## src/rtl/fetch_queue.sv

```systemverilog
// Fetch-to-decode decoupling FIFO holding {pc, ir} pairs in a circular buffer.
// Single-cycle flush discards all entries.
module fetch_queue #(
    parameter int DEPTH = 4
) (
    input  logic                     clk,
    input  logic                     rst,
    input  logic                     enq_valid,
    input  logic [31:0]              enq_pc,
    input  logic [31:0]              enq_ir,
    output logic                     enq_ready,
    output logic                     deq_valid,
    output logic [31:0]              deq_pc,
    output logic [31:0]              deq_ir,
    input  logic                     deq_ready,
    input  logic                     flush,
    output logic [$clog2(DEPTH):0]   count
);

    localparam int AW = $clog2(DEPTH);
    localparam int CW = AW + 1;

    logic [31:0]   r_mem_pc [DEPTH];
    logic [31:0]   r_mem_ir [DEPTH];
    logic [AW-1:0] r_head;
    logic [AW-1:0] r_tail;
    logic [CW-1:0] r_count;

    logic w_full;
    logic w_empty;
    logic w_enq_fire;
    logic w_deq_fire;

    // Handshakes depend only on registered count and flush, never on the peer's valid/ready.
    assign w_full     = (r_count == CW'(DEPTH));
    assign w_empty    = (r_count == '0);
    assign enq_ready  = ~w_full & ~flush;
    assign deq_valid  = ~w_empty & ~flush;
    assign w_enq_fire = enq_valid & enq_ready;
    assign w_deq_fire = deq_valid & deq_ready;

    assign deq_pc = deq_valid ? r_mem_pc[r_head] : 32'h0;
    assign deq_ir = deq_valid ? r_mem_ir[r_head] : 32'h0;
    assign count  = r_count;

    // NOTE: non-blocking assignments so every register samples pre-edge values.
    always_ff @(posedge clk or posedge rst) begin
        if (rst) begin
            r_head  <= '0;
            r_tail  <= '0;
            r_count <= '0;
        end else if (flush) begin
            r_head  <= '0;
            r_tail  <= '0;
            r_count <= '0;
        end else begin
            if (w_enq_fire) r_tail <= r_tail + AW'(1);
            if (w_deq_fire) r_head <= r_head + AW'(1);
            case ({w_enq_fire, w_deq_fire})
                2'b10:   r_count <= r_count + CW'(1);
                2'b01:   r_count <= r_count - CW'(1);
                default: r_count <= r_count;
            endcase
        end
    end

    // NOTE: storage is deliberately not reset; output gating hides stale entries.
    always_ff @(posedge clk) begin
        if (w_enq_fire) begin
            r_mem_pc[r_tail] <= enq_pc;
            r_mem_ir[r_tail] <= enq_ir;
        end
    end

endmodule

```

## config.mk

```make
export PLATFORM = sky130hd
export DESIGN_NAME = fetch_queue
export DESIGN_NICKNAME = d
export VERILOG_FILES = /design/src/rtl/fetch_queue.sv
export SDC_FILE = /design/constraint.sdc
export NUM_CORES = 1
export LEC_CHECK = 0
export CORE_MARGIN = 4
export CORE_UTILIZATION = 40
export CTS_BUF_LIST = sky130_fd_sc_hd__clkbuf_16
export CTS_CLUSTER_DIAMETER = 120
export DETAILED_ROUTE_END_ITERATION = 8
export MAX_ROUTING_LAYER = met4
export SYNTH_ARGS = -nofsm -noshare
export SYNTH_HDL_FRONTEND = slang
export SYNTH_SLANG_ARGS = --single-unit
```

## constraint.sdc

```tcl
create_clock -name clk -period 4 [get_ports clk]
set_clock_uncertainty 0.2 [all_clocks]
set_input_delay 0.4 -clock clk [delete_from_list [all_inputs] [get_ports clk]]
set_output_delay 0.4 -clock clk [all_outputs]
set_load 0.01 [all_outputs]
```

==> key figures <==
Status
  – Status: finished clean

Detailed routing
  – Post-route ant nets: 0
  – Initial DRC Count: 347
  – Vias/cell: 5.01
  – Via count: 4918
  – 1st-pass router iterations: 6
  – Wire per inst: 20.2 um
  – Total wire length: 19800 um
  – Drt drc: 0

Clocking
  – TritonCTS Sinks: 263
  – Clock tree from TritonCTS: yes
  – CTS buffer count: 28
  – Clock latency on the worst-skew pair: 0.52 ns
  – H-tree Lvls: 1
  – CTS resizes: 0
  – Cts hold-fix bufs: 1
  – Setup Fix Bufs, Post-CTS: 0
  – Clk root buf: clkbuf_16
  – Reg clk slew, reported paths: 0.06 ns
  – Max Buffers Root-to-Sink: 3

Placed design
  – HPWL after detailed placement: 12300 um
  – Setup slack at placement: 0.579 ns
  – Port Buffers: 137
  – Dpl cells: 928
  – GPL Wtd Cong: 0.716

Finish
  – # diodes: 0
  – Final core occ: 0.518
  – # fillers: 2038
  – Fin nets: 703
  – Layout cells sized above 1: 0.206
  – Non-filler instance count after layout: 981
  – Area Overhead vs Synth: 27.4%

STA
  – Final period utilization: 0.869
  – Final hold violation count: 0
  – Final min period: 3.48 ns
  – Max Freq: 0.288 GHz
  – Worst hold slack: 0.312 ns
  – Slew Viols, Final: 0
  – Final setup violation count: 0
  – Worst-Margin Slew: 0.665 ns
  – Setup TNS: 0 ns
  – Relative slew slack: 0.557
  – RSZ-0062 raised after global routing: false
  – Final WS setup: 0.525 ns

Floorplan
  – Core Region: 25100 um^2
  – Initial Util: 0.406
  – Rows: 58
  – Chip width: 168 um
  – Die Area: 28100 um^2
  – # IOs: 138
  – Die H: 168 um

GRT
  – Grt ovf: 0
  – Vias in the first global route: 5387
  – Gr usage total: 0.144
  – Initial antenna violation count: 0
  – First-pass GRT wire length: 30700 um
  – Largest net degree at the start of global routing: 41

Yosys
  – Synth top area share: 0.753
  – Synth Net Count: 542
  – Seq/Total Area, Yosys: 0.771
  – Yosys top cell by area: edfxtp_1
  – Synth unique cells: 31
  – Area contributors post-synth: edfxtp_1, mux4_2, and2_1
  – Number of synthesized flops with an enable pin: 256
  – Ys async rst share: 0.0266
  – Synthesized cell area: 10200 um^2
  – Synth Area per Inst: 21.8 um^2
  – Synth warn: 0
  – Main flop type after synthesis: edfxtp_1
  – Post-synthesis register bit count: 263
  – Cells after Synth: 468

Power
  – VDD IR-drop max: 296 uV
  – Leakage: 4.18 nW
  – Total power divided by cell area: 495 nW/um^2

Critical path
  – WP data arrival: 2.88 ns
  – Max FO, Critical Path: 27
  – Type of origin of the critical path: flop
  – Critical path class: reg2out
  – Critical Path Sink Type: output pin
  – CP Data Required Time: 3.40 ns

Job
  – Maximum capacitance violations: 0

Hold path
  – Worst hold-check path type: in2reg
==> layer usage <==
metal | vias up | GRT usage | wire (um)
met5 | - | - | 0
met4 | 0 | 0.0286 | 280
met3 | 24 | 0.0279 | 977
met2 | 127 | 0.242 | 10200
met1 | 2552 | 0.187 | 8390
li1 | 2215 | - | -
==> metrics by stage <==
step	area, um^2	power, mW
finish	13000	6.43
global route	13000	6.71
CTS	13000	6.54
detailed placement	12100	4.04
global placement	12100	4.02
floorplan	10200	3.67
==> kinds of logic after synthesis <==
kind of cell             Yosys count  synth area share
flip-flops                       263             0.771
AND/OR/NAND/NOR                   85            0.0495
multiplexers                      66             0.143
buffers and inverters             32            0.0173
AO/OA/AOI/OAI                     12           0.00809
XOR/XNOR                           5           0.00429
adder cells (fa/ha/maj)            5           0.00687
==> registers in the layout, indices dropped and copies added (netlist names) <==
register / cells
r_mem_ir: 128
r_mem_pc: 128
count: 3
r_head: 2
r_tail: 2
==> cells in the final DEF, fill, tap and decap left out, types with 2 or more instances in the layout <==
cell type and n:
buf_4 13, nand2b_1 2, xor2_1 4, and2_4 4, o21ai_0 2, edfxtp_1 256
inv_1 11, dfrtp_1 5, buf_12 6, bufinv_16 3, clkinv_1 5, clkinv_2 8
nor2_1 8, a21oi_1 3, ha_1 4, and2_1 64, nand2_1 2, mux4_2 64
clkdlybuf4s50_1 137, dfrtp_4 2, clkbuf_16 29
==> cell usage after synthesis (3+ instances only) <==
master    count
ha_1          4
inv_1         6
edfxtp_1    256
and2_1       68
buf_6         5
buf_2        12
nor2_1        9
mux4_2       64
xor2_1        4
dfrtp_1       7
clkbuf_1      8
a21oi_1       3
==> layout make-up <==
class / count / area [um^2] / share of cell area
flip-flops and latches: 263 / 7870 / 0.606
multi-input cells: 173 / 2180 / 0.168
repair buffers: 157 / 1600 / 0.123
clock buffers: 29 / 726 / 0.0558
well taps: 330 / 413 / 0.0318
clock inverters: 23 / 184 / 0.0142
inverters: 6 / 22.5 / 0.00173
==> report_power, final <==
part	leakage, nW	internal [mW]	total (mW)	switching [mW]
sequential	2.41	3.14	3.20	0.0665
combinational	1.30	0.432	0.755	0.323
clock	0.470	1.50	2.47	0.974
==> critical path: stages, from the launching register on <==
cell	delay, ns
dfrtp_4	0.82
buf_4	0.34
mux4_2	0.52
and2_1	0.18
clkdlybuf4s50_1	0.47
==> worst paths after layout <==
| kind | startpoint | end | slack (ns) | depth (start not counted) |
|---|---|---|---|---|
| hold reg to reg | r_tail[0]$_DFFE_PP0P_ | r_tail[0]$_DFFE_PP0P_ | 0.40 | 1 |
| min in group asynchronous | rst | count[0]$_DFFE_PP0P_ | 0.48 | 3 |
| hold / removal | enq_pc[20] | r_mem_pc[0][20]$_DFFE_PP_ | 0.31 | 1 |
| setup reg to reg | count[2]$_DFFE_PP0P_ | count[1]$_DFFE_PP0P_ | 1.33 | 8 |
| max in group asynchronous | rst | r_head[1]$_DFFE_PP0P_ | 2.86 | 3 |
| setup / recovery | r_head[0]$_DFFE_PP0P_ | deq_ir[22] | 0.52 | 4 |
Note: power is estimated with default switching activity, not from simulation.
